**src/rtl/qspi_flash_arbiter_pkg.sv**
```systemverilog
// Shared constants for the QSPI flash subsystem: arbiter state encoding and
// default grant hold limit.
package qspi_flash_arbiter_pkg;

  localparam int unsigned HoldTimeoutDefault = 4096;
  localparam int unsigned NumReq = 2;

  typedef enum logic [1:0] {
    StIdle = 2'd0,
    StOwn0 = 2'd1,
    StOwn1 = 2'd2
  } arb_state_e;

  function automatic arb_state_e own_state(input logic id);
    return id ? StOwn1 : StOwn0;
  endfunction

endpackage

```
**src/rtl/qspi_flash_arbiter_if.sv**
```systemverilog
// QSPI read-port bundle between a page buffer and the flash device (or arbiter).
interface qspi_flash_arbiter_if;
  logic        enable;
  logic        request;
  logic [23:0] address;
  logic        change_address;
  logic        request_data;
  logic [31:0] read_data;
  logic        read_data_valid;
  logic        initialised;
  logic        busy;

  // Requester side of the port.
  modport master (
    output enable, request, address, change_address, request_data,
    input  read_data, read_data_valid, initialised, busy
  );

  // Arbiter side facing a requester.
  modport slave (
    input  enable, request, address, change_address, request_data,
    output read_data, read_data_valid, initialised, busy
  );

  // Arbiter side facing the device; the device has no notion of ownership requests.
  modport dev (
    output enable, address, change_address, request_data,
    input  read_data, read_data_valid, initialised, busy
  );
endinterface

```
**src/rtl/qspi_flash_arbiter.sv**
```systemverilog
// Round-robin arbiter sharing one QSPI flash read device between two page buffers,
// with whole-burst ownership and a forced release on hold timeout.
module qspi_flash_arbiter
  import qspi_flash_arbiter_pkg::*;
#(
  parameter int unsigned HOLD_TIMEOUT = HoldTimeoutDefault
) (
  input  logic                       clk,
  input  logic                       rst,
  qspi_flash_arbiter_if.slave        req0,
  qspi_flash_arbiter_if.slave        req1,
  qspi_flash_arbiter_if.dev          qspi,
  output logic                       owner_valid,
  output logic                       owner_id,
  output logic [1:0]                 timeout_error
);

  localparam int unsigned CntW = (HOLD_TIMEOUT == 0) ? 1 : $clog2(HOLD_TIMEOUT + 1);
  localparam logic [CntW-1:0] CntLast = (HOLD_TIMEOUT == 0) ? '0 : CntW'(HOLD_TIMEOUT - 1);

  logic [NumReq-1:0] en, rq, chg, rqd, own, want, busy_v, rdv_v;
  logic [23:0]       addr   [NumReq];
  logic [23:0]       addr_m [NumReq];

  arb_state_e        state_q, state_d;
  logic              last_q, last_d;
  logic [CntW-1:0]   cnt_q, cnt_d;
  logic [1:0]        tmo_q, tmo_d;
  logic              cur, grant, hit_timeout, normal_release;

  assign en   = {req1.enable, req0.enable};
  assign rq   = {req1.request, req0.request};
  assign chg  = {req1.change_address, req0.change_address};
  assign rqd  = {req1.request_data, req0.request_data};
  assign addr[0] = req0.address;
  assign addr[1] = req1.address;

  assign own  = {state_q == StOwn1, state_q == StOwn0};
  assign cur  = own[1];
  assign want = en & rq;

  assign hit_timeout    = (HOLD_TIMEOUT != 0) && (cnt_q == CntLast);
  assign normal_release = !rq[cur] && !rqd[cur] && !chg[cur] && !qspi.busy;

  always_comb begin
    state_d = state_q;
    last_d  = last_q;
    cnt_d   = '0;
    tmo_d   = tmo_q;
    grant   = 1'b0;
    unique case (state_q)
      StIdle: begin
        if (want != '0) begin
          // On a tie the requester that did not own last time wins.
          grant   = (want == 2'b11) ? ~last_q : want[1];
          state_d = own_state(grant);
          last_d  = grant;
        end
      end
      StOwn0, StOwn1: begin
        cnt_d = (cnt_q == '1) ? cnt_q : cnt_q + 1'b1;
        if (hit_timeout) tmo_d[cur] = 1'b1;
        if (!en[cur] || hit_timeout || normal_release) state_d = StIdle;
      end
      default: state_d = StIdle;
    endcase
  end

  always_ff @(posedge clk) begin
    if (rst) begin
      state_q <= StIdle;
      last_q  <= 1'b1;
      cnt_q   <= '0;
      tmo_q   <= '0;
    end else begin
      state_q <= state_d;
      last_q  <= last_d;
      cnt_q   <= cnt_d;
      tmo_q   <= tmo_d;
    end
  end

  for (genvar n = 0; n < NumReq; n++) begin : g_req
    assign busy_v[n] = own[n] ? qspi.busy : 1'b1;
    assign rdv_v[n]  = own[n] & qspi.read_data_valid;
    assign addr_m[n] = own[n] ? addr[n] : '0;
  end

  assign qspi.enable         = |en;
  assign qspi.address        = addr_m[0] | addr_m[1];
  assign qspi.change_address = |(own & chg);
  assign qspi.request_data   = |(own & rqd);

  assign req0.read_data       = qspi.read_data;
  assign req1.read_data       = qspi.read_data;
  assign req0.initialised     = qspi.initialised;
  assign req1.initialised     = qspi.initialised;
  assign req0.busy            = busy_v[0];
  assign req1.busy            = busy_v[1];
  assign req0.read_data_valid = rdv_v[0];
  assign req1.read_data_valid = rdv_v[1];

  assign owner_valid   = (state_q != StIdle);
  assign owner_id      = cur;
  assign timeout_error = tmo_q;

endmodule

```
**src/flat_wrapper.sv**
```systemverilog
// flat-port wrapper written by rule: the top's interface ports become plain ports
module qspi_flash_arbiter_flat import qspi_flash_arbiter_pkg::*;
#(
  parameter int unsigned HOLD_TIMEOUT = HoldTimeoutDefault
)
  (clk, rst, owner_valid, owner_id, timeout_error, req0_enable, req0_request, req0_address, req0_change_address, req0_request_data, req0_read_data, req0_read_data_valid, req0_initialised, req0_busy, req1_enable, req1_request, req1_address, req1_change_address, req1_request_data, req1_read_data, req1_read_data_valid, req1_initialised, req1_busy, qspi_enable, qspi_address, qspi_change_address, qspi_request_data, qspi_read_data, qspi_read_data_valid, qspi_initialised, qspi_busy);
  qspi_flash_arbiter_if req0_i ();
  qspi_flash_arbiter_if req1_i ();
  qspi_flash_arbiter_if qspi_i ();
  input  logic clk;
  input  logic rst;
  output logic owner_valid;
  output logic owner_id;
  output logic [1:0] timeout_error;
  input wire logic [$bits(req0_i.enable)-1:0] req0_enable;
  input wire logic [$bits(req0_i.request)-1:0] req0_request;
  input wire logic [$bits(req0_i.address)-1:0] req0_address;
  input wire logic [$bits(req0_i.change_address)-1:0] req0_change_address;
  input wire logic [$bits(req0_i.request_data)-1:0] req0_request_data;
  output wire logic [$bits(req0_i.read_data)-1:0] req0_read_data;
  output wire logic [$bits(req0_i.read_data_valid)-1:0] req0_read_data_valid;
  output wire logic [$bits(req0_i.initialised)-1:0] req0_initialised;
  output wire logic [$bits(req0_i.busy)-1:0] req0_busy;
  input wire logic [$bits(req1_i.enable)-1:0] req1_enable;
  input wire logic [$bits(req1_i.request)-1:0] req1_request;
  input wire logic [$bits(req1_i.address)-1:0] req1_address;
  input wire logic [$bits(req1_i.change_address)-1:0] req1_change_address;
  input wire logic [$bits(req1_i.request_data)-1:0] req1_request_data;
  output wire logic [$bits(req1_i.read_data)-1:0] req1_read_data;
  output wire logic [$bits(req1_i.read_data_valid)-1:0] req1_read_data_valid;
  output wire logic [$bits(req1_i.initialised)-1:0] req1_initialised;
  output wire logic [$bits(req1_i.busy)-1:0] req1_busy;
  output wire logic [$bits(qspi_i.enable)-1:0] qspi_enable;
  output wire logic [$bits(qspi_i.address)-1:0] qspi_address;
  output wire logic [$bits(qspi_i.change_address)-1:0] qspi_change_address;
  output wire logic [$bits(qspi_i.request_data)-1:0] qspi_request_data;
  input wire logic [$bits(qspi_i.read_data)-1:0] qspi_read_data;
  input wire logic [$bits(qspi_i.read_data_valid)-1:0] qspi_read_data_valid;
  input wire logic [$bits(qspi_i.initialised)-1:0] qspi_initialised;
  input wire logic [$bits(qspi_i.busy)-1:0] qspi_busy;
  assign req0_i.enable = req0_enable;
  assign req0_i.request = req0_request;
  assign req0_i.address = req0_address;
  assign req0_i.change_address = req0_change_address;
  assign req0_i.request_data = req0_request_data;
  assign req0_read_data = req0_i.read_data;
  assign req0_read_data_valid = req0_i.read_data_valid;
  assign req0_initialised = req0_i.initialised;
  assign req0_busy = req0_i.busy;
  assign req1_i.enable = req1_enable;
  assign req1_i.request = req1_request;
  assign req1_i.address = req1_address;
  assign req1_i.change_address = req1_change_address;
  assign req1_i.request_data = req1_request_data;
  assign req1_read_data = req1_i.read_data;
  assign req1_read_data_valid = req1_i.read_data_valid;
  assign req1_initialised = req1_i.initialised;
  assign req1_busy = req1_i.busy;
  assign qspi_enable = qspi_i.enable;
  assign qspi_address = qspi_i.address;
  assign qspi_change_address = qspi_i.change_address;
  assign qspi_request_data = qspi_i.request_data;
  assign qspi_i.read_data = qspi_read_data;
  assign qspi_i.read_data_valid = qspi_read_data_valid;
  assign qspi_i.initialised = qspi_initialised;
  assign qspi_i.busy = qspi_busy;
  qspi_flash_arbiter #(.HOLD_TIMEOUT(HOLD_TIMEOUT)) u_core (.clk(clk), .rst(rst), .req0(req0_i), .req1(req1_i), .qspi(qspi_i), .owner_valid(owner_valid), .owner_id(owner_id), .timeout_error(timeout_error));
endmodule
```
**config.mk**
```make
export PLATFORM = sky130hd
export DESIGN_NAME = qspi_flash_arbiter_flat
export DESIGN_NICKNAME = d
export VERILOG_FILES = /design/src/rtl/qspi_flash_arbiter_pkg.sv /design/src/rtl/qspi_flash_arbiter_if.sv /design/src/rtl/qspi_flash_arbiter.sv /design/src/flat_wrapper.sv
export SDC_FILE = /design/constraint.sdc
export NUM_CORES = 1
export LEC_CHECK = 0
export CAP_MARGIN = 20
export CORE_MARGIN = 2
export CORE_UTILIZATION = 28
export DETAILED_ROUTE_END_ITERATION = 10
export PLACE_DENSITY_LB_ADDON = 0.08
export SETUP_SLACK_MARGIN = 0.1
export SLEW_MARGIN = 10
export SYNTH_ARGS = -nofsm -noshare
export SYNTH_HDL_FRONTEND = slang
export SYNTH_SLANG_ARGS = --single-unit
```
**constraint.sdc**
```tcl
create_clock -name clk -period 2.1 [get_ports clk]
set_input_delay 0.525 -clock clk [delete_from_list [all_inputs] [get_ports clk]]
set_output_delay 0.525 -clock clk [all_outputs]
set_load 0.05 [all_outputs]
```
* Yosys cells after proc, flatten, opt, wreduce, memory -nomap -nowiden
Cells that the tools add are included.
** Operators by class
- Equal/unequal tests :: 7
- Bitwise logic cells :: 9
- Multiplexer cells :: 19
- Reductions and logical operators :: 22
- $lt $le $gt $ge :: 2
- Add/subtract/negate cells :: 1
** Operator list (number)
- two-way mux 24 bit :: 2
- OR 24 bit :: 1
- adder 13 x 1 -> 13 bit (second input constant) :: 1
- == test 13 x 12 -> 1 bit (second input constant) :: 1
- == test 13 bit (second input constant) :: 1
- two-way mux 1 bit :: 12
- OR reduction 2 bit :: 5
- bitwise AND 2 bit :: 3
- two-way mux 2 bit :: 3
- AND reduction 2 bit :: 3
- logical NOT 1 bit :: 5
- == test 2 bit (second input constant) :: 2
- logical AND 1 bit :: 4
- inequality test 2 x 1 -> 1 bit (second input constant) :: 2
- case mux 2 bit (2 select lines) :: 1
- nonzero test 2 bit :: 2
- bitwise AND 1 bit :: 2
- == test 2 x 1 -> 1 bit (second input constant) :: 1
- logical NOT 2 bit :: 1
- logical OR 1 bit :: 2
- less-than comparator 1 x 2 -> 1 bit (second input constant) :: 1
- NOT 1 bit :: 2
- OR 2 bit :: 1
- demux 1 bit (select 1 bit) :: 1
- greater-or-equal comparator 1 bit (second input constant) :: 1
** Storage, ports and cells
- Register bits :: 18
- Input port bits :: 93
- Output and inout port bits :: 101

* Depth between registers and ports, before layout
- Depth after elaboration :: 10
- Mapped depth :: 7
- Depth with buffers taken out :: 7

* Least setup slack after synthesis
No wires, ideal clock.
- Kind :: reg-to-output
- Start :: register u_core.state_q[0]
- End :: output port qspi_address[14]
- Stages on the path, launching flop included :: 6
- Slack :: -452 ps
- Path buffers :: 2
- Data arrival time :: 2027 ps
- Cells stage by stage :: dfxtp_1 -> inv_1 -> ha_1 -> clkbuf_1 -> clkbuf_1 -> a22o_1
** On the way
- Cells in the longest elaborated chain, start to end :: 3
** Ends and longest elaborated chain
- from (decl) :: line qspi_flash_arbiter.sv:25 : arb_state_e state_q, state_d;
- from (signal assigned) :: line qspi_flash_arbiter.sv:71 : state_q <= StIdle;
- from (signal assigned) :: line qspi_flash_arbiter.sv:76 : state_q <= state_d;
- == test 2 bit :: line qspi_flash_arbiter.sv:38 : assign own = {state_q == StOwn1, state_q == StOwn0};
- net owner_id :: line flat_wrapper.sv:13 : output logic owner_id;
- two-way mux 24 bit :: line qspi_flash_arbiter.sv:86 : assign addr_m[n] = own[n] ? addr[n] : '0;
- OR 24 bit :: line qspi_flash_arbiter.sv:90 : assign qspi.address = addr_m[0] | addr_m[1];
- to (decl) :: line flat_wrapper.sv:34 : output wire logic [$bits(qspi_i.address)-1:0] qspi_address;
The timed path passes the listed nets, and every way through them passes these cells.

* Worst setup path after layout
- Start :: input port req1_enable
- End :: output port qspi_enable
** On the way
- Cells in the longest elaborated chain, start to end :: 1
** Ends and longest elaborated chain
- from (decl) :: line flat_wrapper.sv:24 : input wire logic [$bits(req1_i.enable)-1:0] req1_enable;
- OR reduction 2 bit :: line qspi_flash_arbiter.sv:89 : assign qspi.enable = |en;
- to (decl) :: line flat_wrapper.sv:33 : output wire logic [$bits(qspi_i.enable)-1:0] qspi_enable;
No other way between the ends.

==> results.json <==
{
  "outcome": "completed",
  "die_y_um": 81.67,
  "htreeDepth": 1,
  "via_count": 1520,
  "min_period_ns": 1.949,
  "synth-seq-area-share_pct": 21.33,
  "synth-seq-cells": 18,
  "die_area_um2": 6670,
  "clock_power_share_pct": 17.3,
  "place_ws_ns": 0.09953,
  "clkSinkCount": 18,
  "grt_first_pass_wirelength_um": 7383,
  "synth_area_per_cell_um2": 8.121,
  "worst_pin_slew_ns": 0.5174,
  "globalRouteOverflowTotal": 0,
  "grt_max_degree": 16,
  "slew_violations": 0,
  "place_area_um2": 2610,
  "timing.final.crit_share_pct": 92.82,
  "arrival_ns": 1.42,
  "p_per_area_nw_per_um2": 498.0,
  "finalClockSkew_ns": 0.001706,
  "ir_drop_mv": 0.4997,
  "drive_gt1_share_pct": 31.95,
  "start_kind": "input port",
  "synth_common_cells": "buf_4 (66), a22o_1 (26), dfxtp_1 (18)",
  "max_freq_mhz": 513.1,
  "hp-class": "reg -> reg",
  "path_delay_family": "buffers and inverters",
  "cts_inserted_buffers": 3,
  "ys_async_sr_fraction_pct": 0,
  "grt_pass1_vias": 1364,
  "setup_violations": 0,
  "crit_slowest_cell": "clkdlybuf4s50_1",
  "clk_pin_slew_ns": 0.06,
  "p_sw_uw": 482.4,
  "die_w_um": 81.67,
  "ys.flop_type": "dfxtp_1",
  "fin_area_um2": 2735,
  "fin_tns_setup_ns": 0,
  "dp_hpwl_um": 4060,
  "nNetsFinal": 340,
  "endpoint_kind": "primary output",
  "rsz0062_at_grt": "false",
  "fillers": 560,
  "cts_root_buffer": "clkbuf_8",
  "synth.most_common_cell": "buf_4",
  "maxSlewHeadroom_pct": 65.40,
  "ant_nets": 0,
  "drtIter0Drc": 43,
  "rows": 28,
  "worst_path_largest_cell_delay_ns": 0.43,
  "cts_buffer_depth": 2,
  "p_leak_uw": 0.001037,
  "grt_usage_pct": 14.55,
  "tritoncts": "yes",
  "syn_nets": 305,
  "clock_latency_ns": 0.25,
  "synth_cell_types": 35,
  "worstSetupPathType": "in -> out",
  "area_growth_pct": 61.93,
  "pwr-share-seq_pct": 26.3,
  "drt-total-wl_um": 5119,
  "drt_pass1_iterations": 4,
  "report.final.hold_viol_count": 0,
  "critical_path.cell_chain": "clkdlybuf4s50_1 -> or2_2 -> buf_6",
  "swShare_pct": 35.41,
  "viasPerCell": 4.810,
  "fin_ws_ns": 0.1509,
  "cp_data_required_time_ns": 1.57,
  "cp_max_fo": 3,
  "place.gp.congestion": 0.8407,
  "port_buffers": 94,
  "drc": 0,
  "antenna_found_initial": 0,
  "yosysWarnings": 0,
  "worst-path-buf-inv": 2,
  "synthCells": 208,
  "synth_edf_count": 0,
  "internal-power_uw": 879.8,
  "coreArea_um2": 5886,
  "synthTopCellsByArea": "buf_4 (29%), dfxtp_1 (21%), a22o_1 (13%)",
  "synth_top_cell_by_area": "buf_4",
  "io-pin-count": 194,
  "syn_area_um2": 1689,
  "wire_per_inst_um": 16.20,
  "start_util_pct": 28.70,
  "insertedDiodeCount": 0,
  "synth_top_area_share_pct": 29.33,
  "drv_cap": 0,
  "combPwrFrac_pct": 56.4
}
## path summary, 6_finish.rpt
| check | to | cells after the start | slack (ns) | start |
|---|---|---|---|---|
| hold / removal | u_core.timeout_error[0] | 2 | 0.47 | u_core.timeout_error[0] |
| setup reg to reg | u_core.state_q[0] | 7 | 0.38 | u_core.state_q[0] |
| hold reg to reg | u_core.timeout_error[0] | 2 | 0.47 | u_core.timeout_error[0] |
| setup / recovery | qspi_enable | 3 | 0.15 | req1_enable |
## placed cells by master, fill, tap and decap left out, drive strengths merged, types with 3 or more instances in the layout
master,Yosys,layout
a22o,26,26
a31oi,4,4
and3,5,5
and4,3,3
buf,67,43
clkbuf,6,3
clkdlybuf4s50,0,59
dfxtp,18,18
ha,4,4
inv,7,7
nand2,6,6
nand3,5,5
nand4,5,5
nor2,17,17
nor3,4,4
o311ai,3,3
xnor2,6,6
xor2,3,3
## sequential cells by signal, summed over array words and instances, names as in the netlist
register	count
u_core.cnt_q	13
u_core.last_q	1
u_core.state_q	2
u_core.timeout_error	2
## per-layer routing
metal	part of all wire, %	global-route usage (%)	vias up	wire [µm]
li1	-	-	736	-
met1	43	19.19	671	2189
met2	42	20.33	111	2140
met3	15	9.231	2	771
met4	0.33	2.167	0	17
met5	0	0	-	0
## kinds of logic after synthesis
family | after synthesis | share of synthesized area, %
fa+ha+maj | 4 | 2.963
flops | 18 | 21.33
xor+xnor | 9 | 4.667
compound gates | 39 | 19.04
mux | 2 | 1.259
simple gates | 56 | 18.30
buf+inv | 80 | 32.44
## worst register-to-register path: stages, from the launching register on
cell      delay [ns]
dfxtp_4         0.37
inv_2           0.06
ha_4            0.18
buf_12          0.14
mux2_1          0.20
o211ai_1        0.08
a211o_1         0.33
o311ai_1        0.25
## through the flow
stage	cells	power (µW)	hold slack (ns)	util [%]
2_1_floorplan	208	1039	0.4817	-
5_1_grt	316	1428	0.5407	46.47
3_5_place_dp	310	1111	0.4575	44.35
4_1_cts	316	1381	0.4733	46.05
3_3_place_gp	310	1113	0.4554	44.35
6_report	316	1362	0.4682	46.47
## what timing repair did
action                                  in CTS  in global routing
hold buffers                                 0                  0
setup buffers                                2                  0
gates cloned                                 1                  0
endpoints found under the setup margin      29                 13
resized for setup                           11                  5
pin swaps                                    2                  0
## area by class of cell
class,count,area (µm²),share of cell area [%]
clock buffers,3,41.29,1.510
inverters,7,26.28,0.9607
multi-input cells,110,855.8,31.29
flip-flops and latches,18,367.9,13.45
well taps,75,93.84,3.431
repair buffers,103,1350,49.36
## power groups by stage
stage | Clock, µW | Combinational, µW | Sequential [µW]
after detailed placement | 0 | 746 | 365
after global placement | 0 | 748 | 365
after floorplan | 0 | 676 | 363
after CTS | 254 | 768 | 359
final | 235 | 768 | 359
after global routing | 264 | 804 | 360
Note: power is estimated with default switching activity, not from simulation.
